<file path="config.mk">
export PLATFORM = sky130hd
export DESIGN_NAME = vcopy_engine
export DESIGN_NICKNAME = d
export VERILOG_FILES = /design/src/rtl/vcopy_pkg.sv /design/src/rtl/vcopy_fifo.sv /design/src/rtl/vcopy_engine.sv
export SDC_FILE = /design/constraint.sdc
export NUM_CORES = 1
export LEC_CHECK = 0
export ABC_CLOCK_PERIOD_IN_PS = 11550
export BUFFER_PORTS_ARGS = -buffer_cell sky130_fd_sc_hd__buf_4
export CORE_MARGIN = 2
export CORE_UTILIZATION = 48
export CTS_CLUSTER_SIZE = 8
export DETAILED_ROUTE_END_ITERATION = 8
export PLACE_DENSITY = 0.64
export SYNTH_ARGS = -nofsm -noshare
export SYNTH_HDL_FRONTEND = slang
export SYNTH_SLANG_ARGS = --single-unit
</file>
<file path="constraint.sdc">
create_clock -name clk -period 11.55 [get_ports clk]
set_input_delay 1.7325 -clock clk [delete_from_list [all_inputs] [get_ports clk]]
set_output_delay 1.7325 -clock clk [all_outputs]
set_load 0.05 [all_outputs]
</file>
<file path="src/rtl/vcopy_pkg.sv">
// Shared types and helpers for the single-port memory-to-memory copy engine.
package vcopy_pkg;

   typedef enum logic [1:0] {IDLE, RD_BURST, WR_BURST} state_t;

   localparam int BOUNDARY_BYTES = 4096;

   // Whole words left before the next 4 KB page; addr is the in-page byte offset.
   function automatic logic [31:0] beats_to_boundary(input logic [11:0] addr, input int data_w);
      return (32'(BOUNDARY_BYTES) - {20'd0, addr}) / 32'(data_w / 8);
   endfunction

endpackage

</file>
<file path="src/rtl/vcopy_fifo.sv">
// First-word-fall-through synchronous FIFO holding words between the read and write bursts.
module vcopy_fifo #(
   parameter int DW = 32,
   parameter int AW = 4
) (
   input  logic          clk,
   input  logic          rst,
   input  logic          push_i,
   input  logic [DW-1:0] wdata_i,
   input  logic          pop_i,
   output logic [DW-1:0] rdata_o,
   output logic [AW:0]   count_o,
   output logic          empty_o
);
   localparam int DEPTH = 2 ** AW;

   logic [DW-1:0] mem_q [DEPTH];
   logic [AW-1:0] wptr_q, rptr_q;
   logic [AW:0]   cnt_q;
   logic          full, push_ok, pop_ok;

   assign full    = (cnt_q == (AW+1)'(DEPTH));
   assign empty_o = (cnt_q == '0);
   assign push_ok = push_i & ~full;
   assign pop_ok  = pop_i & ~empty_o;
   assign rdata_o = mem_q[rptr_q];
   assign count_o = cnt_q;

   always_ff @(posedge clk or posedge rst) begin
      if (rst) begin
         wptr_q <= '0;
         rptr_q <= '0;
         cnt_q  <= '0;
      end else begin
         if (push_ok) wptr_q <= wptr_q + 1'b1;
         if (pop_ok)  rptr_q <= rptr_q + 1'b1;
         cnt_q <= cnt_q + {{AW{1'b0}}, push_ok} - {{AW{1'b0}}, pop_ok};
      end
   end

   // Storage needs no reset: the pointers alone define what is valid.
   always_ff @(posedge clk) begin
      if (push_ok) mem_q[wptr_q] <= wdata_i;
   end

   overflow_a: assert property (@(posedge clk) disable iff (rst) !(push_i && full));

endmodule

</file>
<file path="src/rtl/vcopy_engine.sv">
// Copies WORDS words from src to dst over one shared databus port, alternating read and write
// bursts through a local FIFO; bursts are capped by max_len, FIFO space and 4 KB pages.
module vcopy_engine
   import vcopy_pkg::*;
#(
   parameter int AXI_ADDR_W = 32,
   parameter int DATA_W     = 32,
   parameter int FIFO_AW    = 4,
   parameter int CNT_W      = 16
) (
   input  logic                  clk,
   input  logic                  rst,
   input  logic                  run,
   output logic                  done,
   input  logic [AXI_ADDR_W-1:0] src_addr,
   input  logic [AXI_ADDR_W-1:0] dst_addr,
   input  logic [CNT_W-1:0]      words,
   input  logic [7:0]            max_len,
   input  logic                  databus_ready,
   output logic                  databus_valid,
   output logic [AXI_ADDR_W-1:0] databus_addr,
   input  logic [DATA_W-1:0]     databus_rdata,
   output logic [DATA_W-1:0]     databus_wdata,
   output logic [DATA_W/8-1:0]   databus_wstrb,
   output logic [7:0]            databus_len,
   input  logic                  databus_last
);
   localparam int BPW   = DATA_W / 8;
   localparam int BSH   = $clog2(BPW);
   localparam int DEPTH = 2 ** FIFO_AW;

   state_t                state_q, state_d;
   logic [AXI_ADDR_W-1:0] src_q, src_d, dst_q, dst_d, burst_bytes;
   logic [CNT_W-1:0]      rem_q, rem_d;
   logic [7:0]            maxl_q, maxl_d, len_q, len_d;
   logic [8:0]            beat_q, beat_d;
   logic                  push, pop, fempty;
   logic [FIFO_AW:0]      fcnt, fcnt_nxt;
   logic [DATA_W-1:0]     fhead;

   function automatic logic [31:0] min4(input logic [31:0] a, b, c, d);
      logic [31:0] m;
      m = a;
      if (b < m) m = b;
      if (c < m) m = c;
      if (d < m) m = d;
      return m;
   endfunction

   function automatic logic [7:0] rd_len(input logic [11:0] a, input logic [CNT_W-1:0] n,
                                         input logic [7:0] ml, input logic [FIFO_AW:0] cnt);
      return 8'(min4(32'(n), 32'(ml) + 32'd1, 32'(DEPTH) - 32'(cnt),
                     beats_to_boundary(a, DATA_W)) - 32'd1);
   endfunction

   function automatic logic [7:0] wr_len(input logic [11:0] a, input logic [FIFO_AW:0] cnt,
                                         input logic [7:0] ml);
      return 8'(min4(32'(cnt), 32'(ml) + 32'd1, beats_to_boundary(a, DATA_W),
                     beats_to_boundary(a, DATA_W)) - 32'd1);
   endfunction

   vcopy_fifo #(.DW(DATA_W), .AW(FIFO_AW)) u_fifo (
      .clk     (clk),
      .rst     (rst),
      .push_i  (push),
      .wdata_i (databus_rdata),
      .pop_i   (pop),
      .rdata_o (fhead),
      .count_o (fcnt),
      .empty_o (fempty)
   );

   assign push        = (state_q == RD_BURST) & databus_ready;
   assign pop         = (state_q == WR_BURST) & databus_ready & ~fempty;
   assign fcnt_nxt    = fcnt + {{FIFO_AW{1'b0}}, push} - {{FIFO_AW{1'b0}}, pop};
   // Addresses advance by the beats actually seen, so an early last stays consistent.
   assign burst_bytes = AXI_ADDR_W'({1'b0, beat_q} + 10'd1) << BSH;

   always_comb begin
      state_d = state_q;
      src_d   = src_q;
      dst_d   = dst_q;
      rem_d   = rem_q;
      maxl_d  = maxl_q;
      len_d   = len_q;
      beat_d  = beat_q;
      case (state_q)
         IDLE: begin
            if (run && words != '0) begin
               state_d = RD_BURST;
               src_d   = src_addr;
               dst_d   = dst_addr;
               rem_d   = words;
               maxl_d  = max_len;
               beat_d  = '0;
               len_d   = rd_len(src_addr[11:0], words, max_len, '0);
            end
         end
         RD_BURST: begin
            if (databus_ready) begin
               if (rem_q != '0) rem_d = rem_q - CNT_W'(1);
               beat_d = beat_q + 9'd1;
               if (databus_last) begin
                  state_d = WR_BURST;
                  src_d   = src_q + burst_bytes;
                  beat_d  = '0;
                  len_d   = wr_len(dst_q[11:0], fcnt_nxt, maxl_q);
               end
            end
         end
         WR_BURST: begin
            if (databus_ready) begin
               beat_d = beat_q + 9'd1;
               if (databus_last) begin
                  dst_d  = dst_q + burst_bytes;
                  beat_d = '0;
                  if (rem_q != '0) begin
                     state_d = RD_BURST;
                     len_d   = rd_len(src_q[11:0], rem_q, maxl_q, fcnt_nxt);
                  end else if (fcnt_nxt != '0) begin
                     len_d = wr_len(dst_d[11:0], fcnt_nxt, maxl_q);
                  end else begin
                     state_d = IDLE;
                     len_d   = '0;
                  end
               end
            end
         end
         default: state_d = IDLE;
      endcase
   end

   always_ff @(posedge clk or posedge rst) begin
      if (rst) begin
         state_q <= IDLE;
         src_q   <= '0;
         dst_q   <= '0;
         rem_q   <= '0;
         maxl_q  <= '0;
         len_q   <= '0;
         beat_q  <= '0;
      end else begin
         state_q <= state_d;
         src_q   <= src_d;
         dst_q   <= dst_d;
         rem_q   <= rem_d;
         maxl_q  <= maxl_d;
         len_q   <= len_d;
         beat_q  <= beat_d;
      end
   end

   assign done          = (state_q == IDLE);
   assign databus_valid = (state_q != IDLE);
   assign databus_addr  = (state_q == RD_BURST) ? src_q :
                          (state_q == WR_BURST) ? dst_q : '0;
   assign databus_wstrb = {BPW{state_q == WR_BURST}};
   assign databus_wdata = (state_q == WR_BURST) ? fhead : '0;
   assign databus_len   = len_q;

endmodule
</file>
### Word-level counts from Yosys, hierarchy flattened

Memories as Yosys holds them, arrays and structs flattened.
Index checks and enable logic that the tools add are counted.

* add/subtract/negate cells: 22
* $lt $le $gt $ge: 11
* equal/unequal tests: 11
* muxes and demuxes: 90
* bitwise gates (word level): 7
* reductions and logical operators: 19

Operators by type and width (count)
* $mux W32: 41
* $mux W8: 25
* $lt A30 B32 Y1: 6
* $pmux W32 S2: 2
* $mux W16: 5
* $add A32 B12 Y32: 2
* $sub A13 B12 Y14 const A: 4
* $mux W9: 4
* $lt A32 B16 Y1: 1
* $lt A32 B32 Y1: 1
* $lt A5 B32 Y1 const A: 1
* $pmux W16 S2: 1
* $reduce_bool A16 Y1: 2
* $sub A8 B1 Y8 const B: 4
* $pmux W8 S3: 1
* $add A8 B1 Y9 const B: 2
* $pmux W9 S2: 1
* $lt A9 B16 Y1: 1
* $sub A16 B1 Y16 const B: 1
* $mux W2: 7
* $reduce_and A4 Y1: 3
* $reduce_and A6 Y1: 2
* $add A5 B1 Y5: 2
* $add A9 B1 Y10 const B: 1
* other kinds (24): 40

* register bits after elaboration: 120
* memory bits (writable): 512
* input bits: 125
* output and inout bits: 78
* logic and storage cells: 171
* memories kept: 1

Memory list
* u_fifo.mem_q: words 16, width 32, read ports 1, clocked after memory_dff 0, write ports 1, RTL line vcopy_fifo.sv:17 `logic [DW-1:0] mem_q [DEPTH];`

### Depth between registers and ports, before layout

* depth in word-level cells: 31
* gate-level depth with buffers: 49
* mapped depth without buffers: 45

### Modules after synthesis

From an unflattened synthesis, not the netlist that was laid out.

* cells, all modules: 2589
* area, all modules: 32636.3 um^2

Modules (own cells, without submodules)
* vcopy_fifo: times used 1, cells each 1007, area an instance 20433.3 um^2, seq. area each 15700.1 um^2
* vcopy_engine: times used 1, cells each 1582, area an instance 12203.0 um^2, seq. area each 2677.6 um^2

### Least setup slack after synthesis

No wires, ideal clock.

* path type: input to register
* start: input databus_ready
* end: register len_q[6], in the netlist databus_len[6]
* data arrival time: 9888 ps
* required time: 11472 ps
* slack: 1583 ps
* stages: 41
* path buffers: 3
* cells stage by stage: nand2_1 a31oi_1 ha_1 inv_1 ha_1 inv_1 fa_1 xnor2_1 clkinv_1 ha_1 or3_1 o22ai_1 o22ai_1 a21oi_1 buf_2 mux2i_1 ha_1 and3_1 [... 5 more ...] ha_1 a21o_1 a21o_1 a21oi_1 nand2_1 or3_1 a211oi_1 nor2_1 clkbuf_1 o21ai_0 ha_1 o211ai_1 nor3_1 xnor2_1 mux2_2 o21ai_0 o32ai_1 a21oi_1

* cells in the longest elaborated chain, start to end: 30
* elaborated cells between the ends (all ways): 66
* classes of those cells: add/sub: 6; order compare: 7; eq/ne: 2; mux: 46; bitwise: 3; reduce/logical: 2

RTL lines
* from (decl): RTL line vcopy_engine.sv:19 `input logic databus_ready,`
* $and A1 B1 Y1, on equally long branches: RTL line vcopy_engine.sv:73, vcopy_engine.sv:74
* $add A5 B1 Y5 or $and A1 B1 Y1 (tied branches): RTL line vcopy_engine.sv:75, vcopy_engine.sv:74
* $sub A5 B1 Y5: RTL line vcopy_engine.sv:75 `assign fcnt_nxt = fcnt + {{FIFO_AW{1'b0}}, push} - {{FIFO_AW{1'b0}}, pop};`
* $lt A9 B5 Y1: RTL line vcopy_engine.sv:44 `if (b < m) m = b;`
* $mux W9: RTL line vcopy_engine.sv:44
* $mux W32: RTL line vcopy_engine.sv:120 `end else if (fcnt_nxt != '0) begin`
* $mux W32: RTL line vcopy_engine.sv:117 `if (rem_q != '0) begin`
* $mux W32: RTL line vcopy_engine.sv:114 `if (databus_last) begin`
* [... 14 more ...]
* $mux W8: RTL line vcopy_engine.sv:112 `if (databus_ready) begin`
* $mux W8: RTL line vcopy_engine.sv:87 `case (state_q)`
* $sub A8 B1 Y8: RTL line vcopy_engine.sv:59 `beats_to_boundary(a, DATA_W)) - 32'd1);`
* $mux W8: RTL line vcopy_engine.sv:120
* $mux W8: RTL line vcopy_engine.sv:117
* $mux W8: RTL line vcopy_engine.sv:114
* $mux W8: RTL line vcopy_engine.sv:112
* $pmux W8 S3: RTL line vcopy_engine.sv:87
* to (signal assigned): RTL line vcopy_engine.sv:148 `len_q <= len_d;`
* to (decl): RTL line vcopy_engine.sv:35 `logic [7:0] maxl_q, maxl_d, len_q, len_d;`

Several ways; a longest one is shown, not always the timed one. The select of a mux whose other input is x is not followed.
A chain may end at the register's enable or synchronous reset.

### Worst setup path after layout

Same ends and word-level chain as after synthesis.

==> flow_metrics.py <==
metrics = {
    "sta": {
        "fmax_ghz": 0.09630,
        "rsz0062_at_grt": "false",
        "tightest_slew_ps": 1137,
        "fin_crit_sh_pct": 89.90,
        "hold_viol": 0,
        "min_period_ps": 10380,
        "drv_slew": 0,
        "fin_tns_setup_ps": 0,
        "clock_skew_ps": 46.86,
        "setup_viol": 0,
        "max-slew-margin-rel_pct": 24.00,
    },
    "critical_path": {
        "cpMostUsedCell": "ha_1",
        "worstPathMaxFanout": 12,
        "slowest_stage": "a31oi_1",
        "rr_worst_depth": 45,
        "r2r_start": "state_q[0]",
        "crit_required_ps": 12110,
        "timing.critical_path.to_type": "register",
        "critPathBufInv": 7,
        "crit_start": "databus_ready",
        "crit_family": "compound AO/OA/AOI/OAI gates",
        "reg2reg_to": "databus_len[6]",
        "rrSetupSlack_ps": 1600,
        "worst-setup-path-type": "primary input to register",
        "critical_path_arrival_ps": 10940,
        "slowest_delay_ps": 460,
        "start_kind": "primary input",
    },
    "pwr": {
        "netSwitchingFraction_pct": 42.69,
        "power.leakage_nw": 13.44,
        "switchingPower_mw": 4.869,
        "clkPwrFrac_pct": 20.4,
        "internal-power_mw": 6.536,
        "p_seq_share_pct": 27.8,
        "power_density_mw_per_mm2": 308.1,
        "irDropWorstVdd_uv": 235.2,
        "power_frac_comb_pct": 51.8,
        "p_total_mw": 11.40,
    },
    "yosys": {
        "ys_warn_count": 0,
        "synth_enable_flop_cells": 512,
        "ys_seq_elements": 632,
        "ys_types": 82,
        "syn_avg_cell_area_um2": 13.39,
        "syn_inst": 2379,
        "yosysSeqAreaShare_pct": 57.68,
        "syn_area_mm2": 0.03186,
        "yosys_most_used_dff": "edfxtp_1",
        "ys_async_sr_fraction_pct": 18.99,
    },
    "global_routing": {
        "grt_max_degree": 90,
        "grt_pass1_wl_mm": 124.3,
        "grt_pass1_vias": 21170,
        "use_met2_pct": 41.04,
        "grtUsageTotal_pct": 23.97,
        "grtUsageMet1_pct": 31.72,
        "antenna_found_initial": 5,
        "grt.busiest_layer": "met2",
        "gr-total-overflow": 0,
        "grtUsageMet3_pct": 3.492,
    },
    "floorplan": {
        "rows": 94,
        "die_h_um": 261.6,
        "io-pin-count": 203,
        "die-area_mm2": 0.06845,
        "start_util_pct": 48.46,
        "die_x_um": 261.6,
        "coreArea_mm2": 0.06575,
    },
    "finish": {
        "area_growth_pct": 16.19,
        "drive_gt1_share_pct": 21.01,
        "fin_util_pct": 56.31,
        "fill_cells": 5263,
        "nets": 2879,
        "final_area_mm2": 0.03702,
    },
    "clock_tree": {
        "path_clk_slew_ps": 50,
        "cts_buffers": 89,
        "cts_resized": 0,
        "clkLatencyLatePin_ps": 640,
        "cts_sinks": 632,
        "cts_tree": "yes",
        "hold_buffers": 0,
        "root_buffer": "clkbuf_16",
        "clockBufferDepth": 3,
        "cts_setup_buffers": 0,
        "cts_max_level": 3,
    },
    "hold_path": {
        "hp-start": "src_q[30]",
        "hold_end": "src_q[30]",
        "worstHoldPathType": "register to register",
        "min_path_cells": 1,
    },
    "placed_design": {
        "hpwl_mm": 51.47,
        "gp_congestion": 0.9332,
        "port_buffers": 202,
        "dpl_cell_area_mm2": 0.03452,
    },
    "route": {
        "vias_per_cell": 6.008,
        "routed_wl_mm": 81.64,
        "wire_per_inst_um": 23.24,
        "drc": 0,
        "via_count": 21110,
        "drt_iter0_drc": 1957,
        "antenna_left": 0,
        "drtPass1Iterations": 5,
    },
    "run_status": {
        "status": "finished, final reports clean",
    },
    "run": {
        "maxCapViolCount": 0,
    },
}
[final cells by class]
type	instances	area, um^2	area share (%)
antenna	3	7.507	0.02028
clock inverter	8	172.7	0.4664
tap	864	1081	2.920
sequential	632	18390	49.67
timing repair buffer	236	1784	4.820
inverter	87	329.1	0.8889
clock buffer	110	2316	6.256
multi-input combinational	1573	12940	34.96
[worst max path at each step]
stage | end | slack [ps] | cells past startpoint
after floorplan | databus_len[6] | 1580 | 41
after global placement | databus_len[6] | 870 | 44
after detailed placement | databus_len[6] | 590 | 44
after CTS | databus_len[6] | 1190 | 44
after global routing | databus_len[6] | 410 | 44
final | databus_len[6] | 1170 | 44
[power by group through the flow]
stage / Clock [mW] / Sequential (mW) / Combinational, mW
floorplan: 0 / 3.02 / 4.46
global route: 2.48 / 3.21 / 6.55
detailed placement: 0 / 3.20 / 5.88
finish: 2.33 / 3.17 / 5.91
global placement: 0 / 3.19 / 5.70
CTS: 2.38 / 3.16 / 5.92
[registers in the layout, summed over array words and instances (netlist names)]
name / cells
u_fifo.mem_q: 512
u_fifo.rptr_q: 4
dst_q: 32
u_fifo.count_o: 5
rem_q: 16
state_q: 2
src_q: 32
databus_len: 8
beat_q: 9
u_fifo.wptr_q: 4
maxl_q: 8
[logic make-up (layout without fill, tap and decap cells)]
logic type | after synthesis | in the layout | share of synthesized area [%]
flip-flops | 632 | 632 | 57.68
AND/OR/NAND/NOR | 599 | 599 | 9.087
AO/OA/AOI/OAI | 516 | 516 | 9.991
multiplexers | 212 | 212 | 13.01
buffers and inverters | 196 | 441 | 2.403
adder cells (fa/ha/maj) | 135 | 135 | 5.396
XOR/XNOR | 88 | 88 | 2.419
other | 1 | 26 | 0.01177
[Yosys cell counts, drive strengths merged (10+ instances only)]
| library cell | number | area (um^2) |
|---|---|---|
| xnor2 | 56 | 490.5 |
| nor2 | 142 | 533.0 |
| xor2 | 32 | 280.3 |
| edfxtp | 512 | 15370 |
| inv | 86 | 322.8 |
| clkbuf | 77 | 289.0 |
| a211oi | 11 | 87.58 |
| nand3 | 54 | 270.3 |
| a22oi | 11 | 82.58 |
| ha | 131 | 1639 |
| o21bai | 10 | 75.07 |
| o21a | 16 | 120.1 |
| mux4 | 160 | 3603 |
| and3 | 15 | 93.84 |
| mux2i | 35 | 350.3 |
| and2 | 42 | 262.8 |
| o22ai | 32 | 200.2 |
| nand2 | 190 | 713.2 |
| mux2 | 17 | 191.4 |
| nand4 | 26 | 162.7 |
| o31ai | 17 | 127.6 |
| or3 | 17 | 111.4 |
| nor3 | 31 | 171.4 |
| a21oi | 156 | 780.8 |
| a31oi | 13 | 81.33 |
| buf | 32 | 150.1 |
| nor4 | 13 | 81.33 |
| o21ai | 147 | 735.7 |
| nand2b | 25 | 156.4 |
| o211ai | 11 | 82.58 |
| nor2b | 14 | 87.58 |
| dfrtp | 120 | 3003 |
| a21o | 20 | 150.1 |
[placed cells by master (no fill, tap or decap), types with 35 or more instances in the layout]
master / instances
edfxtp_1: 512
buf_4: 235
nand2_1: 190
mux4_2: 160
a21oi_1: 156
o21ai_0: 145
nor2_1: 129
ha_1: 129
dfrtp_1: 116
clkbuf_16: 89
inv_1: 85
xnor2_1: 56
nand3_1: 54
and2_1: 42
mux2i_1: 35
[metal layers]
| layer | wire length (um) | vias up |
|---|---|---|
| met3 | 4437 | 139 |
| met5 | 18 | - |
| met2 | 41010 | 696 |
| met1 | 34100 | 10640 |
| met4 | 2073 | 4 |
| li1 | - | 9630 |
[through the flow]
| step | hold slack (ps) | cells | setup WS (ps) |
|---|---|---|---|
| 6_report | 510.7 | 3513 | 1166 |
| 5_1_grt | 540.0 | 3513 | 410.6 |
| 4_1_cts | 512.1 | 3510 | 1189 |
| 3_5_place_dp | 498.5 | 3392 | 589.2 |
| 3_3_place_gp | 490.8 | 3392 | 874.2 |
| 2_1_floorplan | 469.8 | 2401 | 1583 |
Power figures use the tool's default switching activity.
